--- src/rtl/inst_aligner_if.sv ---
// Prefetch-to-decoder bus for the instruction aligner: byte-stream input beats and
// aligned-instruction output, each with its own valid/ready pair.
interface inst_aligner_if #(
   parameter int unsigned IN_BYTES = 2,
   parameter int unsigned DEPTH    = 16,
   parameter int unsigned MAX_PFX  = 4
) ();
   logic [8*IN_BYTES-1:0]      iData;
   logic                       iDataValid;
   logic                       oDataReady;
   logic [8*(MAX_PFX+6)-1:0]   oInst;
   logic [3:0]                 oInstLen;
   logic [2:0]                 oPfxCnt;
   logic                       oMod;
   logic                       oPfxOvf;
   logic                       oValid;
   logic                       iReady;
   logic [$clog2(DEPTH+1)-1:0] oFill;

   // Prefetch unit / decoder side
   modport master (
      output iData, iDataValid, iReady,
      input  oDataReady, oInst, oInstLen, oPfxCnt, oMod, oPfxOvf, oValid, oFill
   );

   // Aligner side
   modport slave (
      input  iData, iDataValid, iReady,
      output oDataReady, oInst, oInstLen, oPfxCnt, oMod, oPfxOvf, oValid, oFill
   );
endinterface

--- src/rtl/inst_aligner.sv ---
// x86 front-end aligner: circular byte queue fed by the prefetch unit, prefix scan and
// length decode at the queue head, one registered aligned instruction per cycle.
module inst_aligner #(
   parameter int unsigned IN_BYTES = 2,
   parameter int unsigned DEPTH    = 16,
   parameter int unsigned MAX_PFX  = 4,
   parameter bit          EN_186   = 1'b0
) (
   input logic           iClk,
   input logic           iRst,
   input logic           iFlush,
   inst_aligner_if.slave bus
);
   localparam int unsigned PtrW  = $clog2(DEPTH);
   localparam int unsigned FillW = $clog2(DEPTH + 1);
   localparam int unsigned WinB  = MAX_PFX + 6;
   localparam int unsigned IdxW  = $clog2(WinB);

   // Queue storage and pointers
   logic [7:0]       mem_q [DEPTH];
   logic [7:0]       mem_d [DEPTH];
   logic [PtrW-1:0]  rd_q, rd_d, wr_q, wr_d;
   logic [FillW-1:0] fill_q, fill_d;
   // Set for one cycle after a beat is written; those bytes are hidden from the scanner
   logic             fresh_q, fresh_d;

   // Output register
   logic [8*WinB-1:0] inst_q, inst_d;
   logic [3:0]        len_q, len_d;
   logic [2:0]        pfx_q, pfx_d;
   logic              mod_q, mod_d;
   logic              ovf_q, ovf_d;
   logic              valid_q, valid_d;

   // Head decode
   logic [FillW-1:0] avail;
   logic [7:0]       win [WinB];
   logic [2:0]       scan_cnt;
   logic             run;
   logic [IdxW-1:0]  op_idx, mr_idx;
   logic [7:0]       opcode, modrm;
   logic             mod_hit, ovf_hit, complete;
   logic [2:0]       core_len;
   logic [3:0]       total;
   logic             data_ready, push, pop;

   function automatic logic is_pfx(input logic [7:0] b);
      return (b == 8'h26) || (b == 8'h2E) || (b == 8'h36) || (b == 8'h3E) ||
             (b == 8'hF0) || (b == 8'hF2) || (b == 8'hF3);
   endfunction

   // FE/FF fall inside the op&F6==F6 pattern
   function automatic logic has_modrm(input logic [7:0] op);
      logic m;
      m = ((op & 8'hC4) == 8'h00) || ((op & 8'hF0) == 8'h80) || ((op & 8'hFC) == 8'hC4) ||
          ((op & 8'hFC) == 8'hD0) || ((op & 8'hF8) == 8'hD8) || ((op & 8'hF6) == 8'hF6);
      if (EN_186) begin
         m = m || (op == 8'h62) || (op == 8'h69) || (op == 8'h6B) ||
             (op == 8'hC0) || (op == 8'hC1);
      end
      return m;
   endfunction

   // Opcode + ModRM + immediate, then 16-bit addressing displacement
   function automatic logic [2:0] modrm_len(input logic [7:0] op, input logic [7:0] mr);
      logic [2:0] base;
      logic [2:0] disp;
      if ((op == 8'h81) || (op == 8'hC7) || (EN_186 && (op == 8'h69))) begin
         base = 3'd4;
      end else if ((op == 8'h80) || (op == 8'h82) || (op == 8'h83) || (op == 8'hC6) ||
                   (EN_186 && ((op == 8'hC0) || (op == 8'hC1) || (op == 8'h6B)))) begin
         base = 3'd3;
      end else if ((op == 8'hF6) && (mr[5:3] == 3'b000)) begin
         base = 3'd3;
      end else if ((op == 8'hF7) && (mr[5:3] == 3'b000)) begin
         base = 3'd4;
      end else begin
         base = 3'd2;
      end
      case (mr[7:6])
         2'b00:   disp = (mr[2:0] == 3'b110) ? 3'd2 : 3'd0;
         2'b01:   disp = 3'd1;
         2'b10:   disp = 3'd2;
         default: disp = 3'd0;
      endcase
      return base + disp;
   endfunction

   function automatic logic [2:0] plain_len(input logic [7:0] op);
      logic [2:0] n;
      n = 3'd1;
      if ((op == 8'h9A) || (op == 8'hEA)) begin
         n = 3'd5;
      end else if (EN_186 && (op == 8'hC8)) begin
         n = 3'd4;
      end else if (((op & 8'hC7) == 8'h05) || ((op & 8'hFC) == 8'hA0) || (op == 8'hA9) ||
                   ((op & 8'hF8) == 8'hB8) || (op == 8'hC2) || (op == 8'hCA) ||
                   (op == 8'hE8) || (op == 8'hE9) || (EN_186 && (op == 8'h68))) begin
         n = 3'd3;
      end else if (((op & 8'hC7) == 8'h04) || ((op & 8'hF0) == 8'h70) || (op == 8'hA8) ||
                   ((op & 8'hF8) == 8'hB0) || (op == 8'hCD) || (op == 8'hD4) ||
                   (op == 8'hD5) || ((op & 8'hF8) == 8'hE0) || (op == 8'hEB) ||
                   (EN_186 && (op == 8'h6A))) begin
         n = 3'd2;
      end
      return n;
   endfunction

   // Prefix scan and length decode over the bytes visible at the queue head
   always_comb begin
      avail = fresh_q ? (fill_q - FillW'(IN_BYTES)) : fill_q;
      for (int i = 0; i < WinB; i++) begin
         win[i] = mem_q[rd_q + PtrW'(i)];
      end
      scan_cnt = 3'd0;
      run      = 1'b1;
      for (int i = 0; i < MAX_PFX; i++) begin
         if (run && (FillW'(i) < avail) && is_pfx(win[i])) begin
            scan_cnt = scan_cnt + 3'd1;
         end else begin
            run = 1'b0;
         end
      end
      op_idx   = IdxW'(scan_cnt);
      mr_idx   = op_idx + IdxW'(1);
      opcode   = win[op_idx];
      modrm    = win[mr_idx];
      mod_hit  = has_modrm(opcode);
      core_len = mod_hit ? modrm_len(opcode, modrm) : plain_len(opcode);
      // A full set of prefixes followed by yet another prefix issues on its own
      ovf_hit  = (scan_cnt == 3'(MAX_PFX)) && (avail > FillW'(MAX_PFX)) &&
                 is_pfx(win[MAX_PFX]);
      total    = ovf_hit ? 4'(MAX_PFX) : ({1'b0, scan_cnt} + {1'b0, core_len});
      complete = ovf_hit ||
                 ((avail >= (FillW'(scan_cnt) + FillW'(mod_hit) + FillW'(1))) &&
                  (avail >= FillW'(total)));
      // Readiness looks only at registered fill; a same-cycle pop earns no credit
      data_ready = (FillW'(DEPTH) - fill_q) >= FillW'(IN_BYTES);
      push       = bus.iDataValid && data_ready;
      pop        = complete && (!valid_q || bus.iReady);
   end

   // Queue push/pop, output register load and flush
   always_comb begin
      mem_d   = mem_q;
      rd_d    = rd_q;
      wr_d    = wr_q;
      fill_d  = fill_q;
      fresh_d = 1'b0;
      inst_d  = inst_q;
      len_d   = len_q;
      pfx_d   = pfx_q;
      mod_d   = mod_q;
      ovf_d   = ovf_q;
      valid_d = valid_q;
      if (iFlush) begin
         rd_d    = wr_q;
         fill_d  = '0;
         valid_d = 1'b0;
      end else begin
         if (push) begin
            for (int k = 0; k < IN_BYTES; k++) begin
               mem_d[wr_q + PtrW'(k)] = bus.iData[8*k +: 8];
            end
            wr_d    = wr_q + PtrW'(IN_BYTES);
            fresh_d = 1'b1;
         end
         if (pop) begin
            rd_d = rd_q + PtrW'(total);
            for (int i = 0; i < WinB; i++) begin
               inst_d[8*i +: 8] = win[i];
            end
            len_d   = total;
            pfx_d   = ovf_hit ? 3'(MAX_PFX) : scan_cnt;
            mod_d   = mod_hit && !ovf_hit;
            ovf_d   = ovf_hit;
            valid_d = 1'b1;
         end else if (bus.iReady) begin
            valid_d = 1'b0;
         end
         fill_d = fill_q + (push ? FillW'(IN_BYTES) : '0) - (pop ? FillW'(total) : '0);
      end
   end

   // Queue byte storage; contents are only meaningful between the pointers
   always_ff @(posedge iClk) begin
      mem_q <= mem_d;
   end

   // Pointer, fill and output state
   always_ff @(posedge iClk or posedge iRst) begin
      if (iRst) begin
         rd_q    <= '0;
         wr_q    <= '0;
         fill_q  <= '0;
         fresh_q <= 1'b0;
         inst_q  <= '0;
         len_q   <= '0;
         pfx_q   <= '0;
         mod_q   <= 1'b0;
         ovf_q   <= 1'b0;
         valid_q <= 1'b0;
      end else begin
         rd_q    <= rd_d;
         wr_q    <= wr_d;
         fill_q  <= fill_d;
         fresh_q <= fresh_d;
         inst_q  <= inst_d;
         len_q   <= len_d;
         pfx_q   <= pfx_d;
         mod_q   <= mod_d;
         ovf_q   <= ovf_d;
         valid_q <= valid_d;
      end
   end

   assign bus.oDataReady = data_ready;
   assign bus.oInst      = inst_q;
   assign bus.oInstLen   = len_q;
   assign bus.oPfxCnt    = pfx_q;
   assign bus.oMod       = mod_q;
   assign bus.oPfxOvf    = ovf_q;
   assign bus.oValid     = valid_q;
   assign bus.oFill      = fill_q;
endmodule

--- src/flat_wrapper.sv ---
// flat-port wrapper written by rule: the top's interface ports become plain ports
module inst_aligner_flat 
#(
   parameter int unsigned IN_BYTES = 2,
   parameter int unsigned DEPTH    = 16,
   parameter int unsigned MAX_PFX  = 4,
   parameter bit          EN_186   = 1'b0
)
  (iClk, iRst, iFlush, bus_iData, bus_iDataValid, bus_iReady, bus_oDataReady, bus_oInst, bus_oInstLen, bus_oPfxCnt, bus_oMod, bus_oPfxOvf, bus_oValid, bus_oFill);
  inst_aligner_if #(.IN_BYTES(IN_BYTES), .DEPTH(DEPTH), .MAX_PFX(MAX_PFX)) bus_i ();
  input logic iClk;
  input logic iRst;
  input logic iFlush;
  input wire logic [$bits(bus_i.iData)-1:0] bus_iData;
  input wire logic [$bits(bus_i.iDataValid)-1:0] bus_iDataValid;
  input wire logic [$bits(bus_i.iReady)-1:0] bus_iReady;
  output wire logic [$bits(bus_i.oDataReady)-1:0] bus_oDataReady;
  output wire logic [$bits(bus_i.oInst)-1:0] bus_oInst;
  output wire logic [$bits(bus_i.oInstLen)-1:0] bus_oInstLen;
  output wire logic [$bits(bus_i.oPfxCnt)-1:0] bus_oPfxCnt;
  output wire logic [$bits(bus_i.oMod)-1:0] bus_oMod;
  output wire logic [$bits(bus_i.oPfxOvf)-1:0] bus_oPfxOvf;
  output wire logic [$bits(bus_i.oValid)-1:0] bus_oValid;
  output wire logic [$bits(bus_i.oFill)-1:0] bus_oFill;
  assign bus_i.iData = bus_iData;
  assign bus_i.iDataValid = bus_iDataValid;
  assign bus_i.iReady = bus_iReady;
  assign bus_oDataReady = bus_i.oDataReady;
  assign bus_oInst = bus_i.oInst;
  assign bus_oInstLen = bus_i.oInstLen;
  assign bus_oPfxCnt = bus_i.oPfxCnt;
  assign bus_oMod = bus_i.oMod;
  assign bus_oPfxOvf = bus_i.oPfxOvf;
  assign bus_oValid = bus_i.oValid;
  assign bus_oFill = bus_i.oFill;
  inst_aligner #(.IN_BYTES(IN_BYTES), .DEPTH(DEPTH), .MAX_PFX(MAX_PFX), .EN_186(EN_186)) u_core (.iClk(iClk), .iRst(iRst), .iFlush(iFlush), .bus(bus_i));
endmodule
--- config.mk ---
export PLATFORM = sky130hd
export DESIGN_NAME = inst_aligner_flat
export DESIGN_NICKNAME = d
export VERILOG_FILES = /design/src/rtl/inst_aligner_if.sv /design/src/rtl/inst_aligner.sv /design/src/flat_wrapper.sv
export SDC_FILE = /design/constraint.sdc
export NUM_CORES = 1
export LEC_CHECK = 0
export CELL_PAD_IN_SITES_DETAIL_PLACEMENT = 1
export CELL_PAD_IN_SITES_GLOBAL_PLACEMENT = 1
export CORE_MARGIN = 4
export CORE_UTILIZATION = 45
export CTS_CLUSTER_DIAMETER = 200
export DETAILED_ROUTE_END_ITERATION = 8
export PLACE_DENSITY_LB_ADDON = 0.1
export SYNTH_ARGS = -nofsm -noshare
export SYNTH_HDL_FRONTEND = slang
export SYNTH_SLANG_ARGS = --single-unit
export TNS_END_PERCENT = 1
--- constraint.sdc ---
create_clock -name iClk -period 39.5 [get_ports iClk]
set_input_delay 7.9 -clock iClk [delete_from_list [all_inputs] [get_ports iClk]]
set_output_delay 7.9 -clock iClk [all_outputs]
set_load 0.005 [all_outputs]
Word level (Yosys, flattened, before mapping). Cells that the tools add are included.

Register bits after elaboration: 232. Output and inout port bits: 96.

Bitwise operators: 15. $lt $le $gt $ge: 24. Multiplexer cells: 72. Reductions and logical operators: 83. Eq/ne operators: 71. Add/sub/neg operators: 24.

Operators with widths (number): binary-select mux 8 bit (select 4 bit) (12); == test 8 bit, second input constant (35); bitwise mux 128 bit (2); two-way mux 8 bit (26); == test 8 x 6 -> 1 bit, second input constant (20); >= comparator 5 bit, second input constant (14); NOT 4 -> 5 bit (13); demux 8 bit (select 4 bit) (2); logical OR 1 bit (57); two-way mux 3 bit (11); == test 6 bit, second input constant (4); == test 5 bit, second input constant (4); logical AND 1 bit (17); adder 4 x 3 -> 4 bit, second input constant (4); two-way mux 4 bit (4); adder 4 x 2 -> 4 bit, second input constant (3); == test 5 x 3 -> 1 bit, second input constant (2); less-than comparator 1 x 5 -> 1 bit, first input constant (2); less-than comparator 2 x 5 -> 1 bit, first input constant (2); less-than comparator 5 x 1 -> 1 bit, second input constant (2); two-way mux 5 bit (2); adder 3 x 1 -> 3 bit, second input constant (3); two-way mux 1 bit (9); one-hot mux 3 bit (3 select lines) (1); 31 further kinds (38).

Depth between registers and ports, before layout.
Depth in word-level cells: 48. Mapped depth: 67.

Worst setup path before layout. Ideal clock, no wire load.

Path kind: reg-to-reg. Start point: register u_core.rd_q[0]. End point: register u_core.fill_q[3], in the netlist u_core.bus.oFill[3]. Cell stages (with the launch flop): 63. Library setup time: 0.131 ns. Data arrival time: 13.377 ns. Path slack: 25.992 ns. Cell sequence: dfrtp_1 buf_6 buf_12 buf_12 buf_12 buf_12 buf_6 buf_6 buf_6 buf_4 buf_2 inv_1 ha_1 buf_6 clkbuf_1 buf_1 buf_2 clkbuf_1 [... 27 more ...] fa_1 a2111oi_1 fa_1 or2_2 ha_1 a21oi_1 nor2b_1 o21ai_0 a21oi_1 o21ai_1 clkbuf_1 nor2_1 fa_1 inv_1 ha_1 fa_1 xnor2_1 nor2_1.

Word-level cells in the longest chain between the ends: 48. Elaborated cells between the ends (all ways): 231. Those cells by class: 18 x add/sub; 2 x order compare; 71 x eq/ne; 56 x mux; 12 x bitwise; 72 x reduce/logical.

RTL lines: from (decl) (line inst_aligner.sv:22) `logic [PtrW-1:0] rd_q, rd_d, wr_q, wr_d;`; from (signal assigned) (line inst_aligner.sv:204) `rd_q <= rd_d;`; branches (longest 45 deep; another with binary-select mux 8 bit (select 4 bit)); two-way mux 4 bit (*) (line inst_aligner.sv:181) `fill_d = fill_q + (push ? FillW'(IN_BYTES) : '0) - (pop ? FillW'(total) : '0);`; subtractor 5 bit (*) (line inst_aligner.sv:181); two-way mux 5 bit (*) (line inst_aligner.sv:156) `if (iFlush) begin`; via u_core.fill_d[3] (line inst_aligner.sv:23) `logic [FillW-1:0] fill_q, fill_d;`; to (signal assigned) (line inst_aligner.sv:206) `fill_q <= fill_d;`; to (decl) (line inst_aligner.sv:23).

Mark *: on every way through the listed nets, which the timed path passes. The select of a mux whose other input is x is not followed. A chain may end at the register's enable or synchronous reset.

Worst setup path after layout.
Start point: register u_core.rd_q[0]. End point: register u_core.inst_q[19], in the netlist u_core.bus.oInst[19].

Word-level cells in the longest chain between the ends: 46. Elaborated cells between the ends (all ways): 229. Those cells by class: 17 x add/sub; 2 x order compare; 71 x eq/ne; 54 x mux; 12 x bitwise; 73 x reduce/logical.

RTL lines: branches (longest 46 deep; another with binary-select mux 8 bit (select 4 bit)); to (signal assigned) (line inst_aligner.sv:208) `inst_q <= inst_d;`; to (decl) (line inst_aligner.sv:28) `logic [8*WinB-1:0] inst_q, inst_d;`.

Several ways; the timed one is not identified. The select of a mux whose other input is x is not followed.

==> metrics.cfg <==
[clocking]
post_cts_buffers = 0
clk_path_buf_depth = 3
htreeDepth = 1
cts_hold_buffers = 0
clkTransAtPathRegs_ns = 0.06
clkSinkCount = 231
cts_buffers = 27
clockRootBuffer = clkbuf_16
post_cts_resize_count = 0
cts_tree = done
worstSkewPairLatency_ns = 0.56

[placement]
dp_slack_ns = 24.00
hpwl_um = 41750
globalplace.congestion = 0.9458
placed_cells = 1913
io_buffers = 116

[drt]
vias = 12400
wire_per_inst_um = 27.84
avgViaCountPerCell = 6.320
drc = 0
ant_nets = 0
drt_iter0_drc = 1059
drt_wl_total_um = 54620
firstDrtPassIters = 5

[die]
start_util_pct = 45.92
rows = 70
dieArea_um2 = 40790
die_width_um = 202.0
pin_count = 117
fp.dieH_um = 202.0
core_area_um2 = 36870

[timing]
fin_crit_ns = 15.57
hold_viol = 0
finalClockSkew_ns = 0.03266
max_freq_mhz = 64.24
slew_viol_final = 0
tns_ns = 0
max_slew_margin_pct = 25.96
min_period_over_period_pct = 39.41
holdWs_ns = 0.4808
tightest_slew_ns = 1.107
finalSetupViolations = 0
rsz0062_at_grt = false
setup_ws_ns = 23.93

[flow_run]
cap_violations = 0

[synthesis]
synthDistinctLibCells = 113
synth_flop_cell = edfxtp_1
async_reset_ff_share_pct = 44.59
synth_top_area_share_pct = 22.70
synth-seq-cells = 231
synthTopCellsByCount = 157 x nand2_1, 142 x mux4_2, 128 x edfxtp_1
synthesis.area_um2 = 16930
synthesis.nets = 1414
yosysMostFrequentCell = nand2_1
yosysWarnings = 0
synth_top_area_cell = edfxtp_1
synthCells = 1347
seq_area_frac_synth_pct = 37.92
ys_top_cells_by_area = edfxtp_1 23%, mux4_2 19%, dfrtp_1 15%
synth_edf_count = 128
avgSynthCellArea_um2 = 12.57

[worst_setup_path]
path_common_cell = ha_1
cp.arrival_ns = 15.98
slowest_delay_ns = 0.93
critical_path_required_ns = 39.92
critical_path_peak_fanout = 93
cp-end-kind = flip-flop
crit_slowest_cell = ha_1
path_class = reg -> reg
startpoint_type = flip-flop

[cells_and_area]
layout.nets = 1505
area_delta_synth_final_pct = 13.88
final_cells = 1962
antenna_cells = 0
drive_gt1_share_pct = 22.77

[global_routing]
grt_max_degree = 94
grt_pass1_wl_um = 82200
track_usage_pct = 26.34
overflow = 0
first_global_vias = 12480
antenna_found_initial = 1

[min_path]
hold_path_class = reg -> reg

[outcome]
status = finished, final reports clean

## cell usage in the layout, fill, tap and decap left out, types with 28 or more instances in the layout
cell / count
edfxtp_1: 128
dfrtp_1: 101
clkdlybuf4s50_1: 116
mux4_1: 28
ha_1: 40
buf_4: 36
mux2i_1: 67
mux2_2: 42
a21oi_1: 40
nor2_1: 59
nand2_1: 157
o21ai_1: 34
mux4_2: 142
o21ai_0: 55
and2_1: 66
## registers in the layout, summed over array words and instances (netlist names)
register and flops:
u_core.bus.oMod 1, u_core.bus.oInstLen 4, u_core.bus.oInst 80, u_core.bus.oPfxOvf 1, u_core.wr_q 3, u_core.fresh_q 1
u_core.bus.oPfxCnt 3, u_core.bus.oFill 5, u_core.rd_q 4, u_core.bus.oValid 1, u_core.mem_q 128
## area by class of cell
class | count | area (um2)
timing repair buffer | 152 | 1431
inverter | 35 | 138.9
multi-input combinational | 991 | 9821
clock inverter | 13 | 101.3
tap | 504 | 630.6
clock buffer | 36 | 729.5
fill | 3765 | 17590
sequential | 231 | 6429
## path summary, 6_finish.rpt
kind | end | from | cells after the start | slack, ns
max | u_core.bus.oInst[19] | u_core.rd_q[0] | 42 | 23.93
min | u_core.bus.oInst[1] | u_core.bus.oInst[1] | 2 | 0.48
max reg2reg | u_core.bus.oInst[19] | u_core.rd_q[0] | 42 | 23.93
min in group asynchronous | u_core.bus.oInstLen[3] | iRst | 2 | 7.73
max in group asynchronous | u_core.bus.oInst[14] | iRst | 3 | 30.40
min reg2reg | u_core.bus.oInst[1] | u_core.bus.oInst[1] | 2 | 0.48
## per-layer routing
layer  vias up  GRT usage, %  routed length (um)
met5         -             0                   0
met4         0         6.396                1387
met3        78         3.770                3432
met2       472         42.33               25750
met1      6443         38.21               24050
li1       5407             -                   -
## per-stage QoR
stage	util (%)	cell area [um2]
6_report	52.29	19280
5_1_grt	52.29	19280
4_1_cts	52.29	19280
3_5_place_dp	50.04	18450
3_3_place_gp	50.04	18450
2_1_floorplan	-	16930
## cell families (layout without fill, tap and decap cells)
family                     after synthesis  after routing  synth area share (%)
AOI/OAI and AO/OA                      210            210                 8.432
xor gates and xnor gates                31             31                 1.692
adders and majority gates               46             46                 3.621
buffers and inverters                  125            236                 4.367
DFF                                    231            231                 37.92
muxes                                  298            298                 31.56
and+or+nand+nor                        406            406                 12.40
## worst max-delay path: cells and delay by family (launching register included)
kind	cells	cell delay, ns
AO/OA/AOI/OAI	15	4.48
adder cells (fa/ha/maj)	8	3.96
buffers and inverters	6	2.78
AND/OR/NAND/NOR	10	2.21
multiplexers	2	0.85
flip-flops	1	0.78
XOR/XNOR	1	0.25
Power is left out: the tool's default activity adds up to more than one toggle a clock period on the data nets, which glitch-free logic cannot reach.
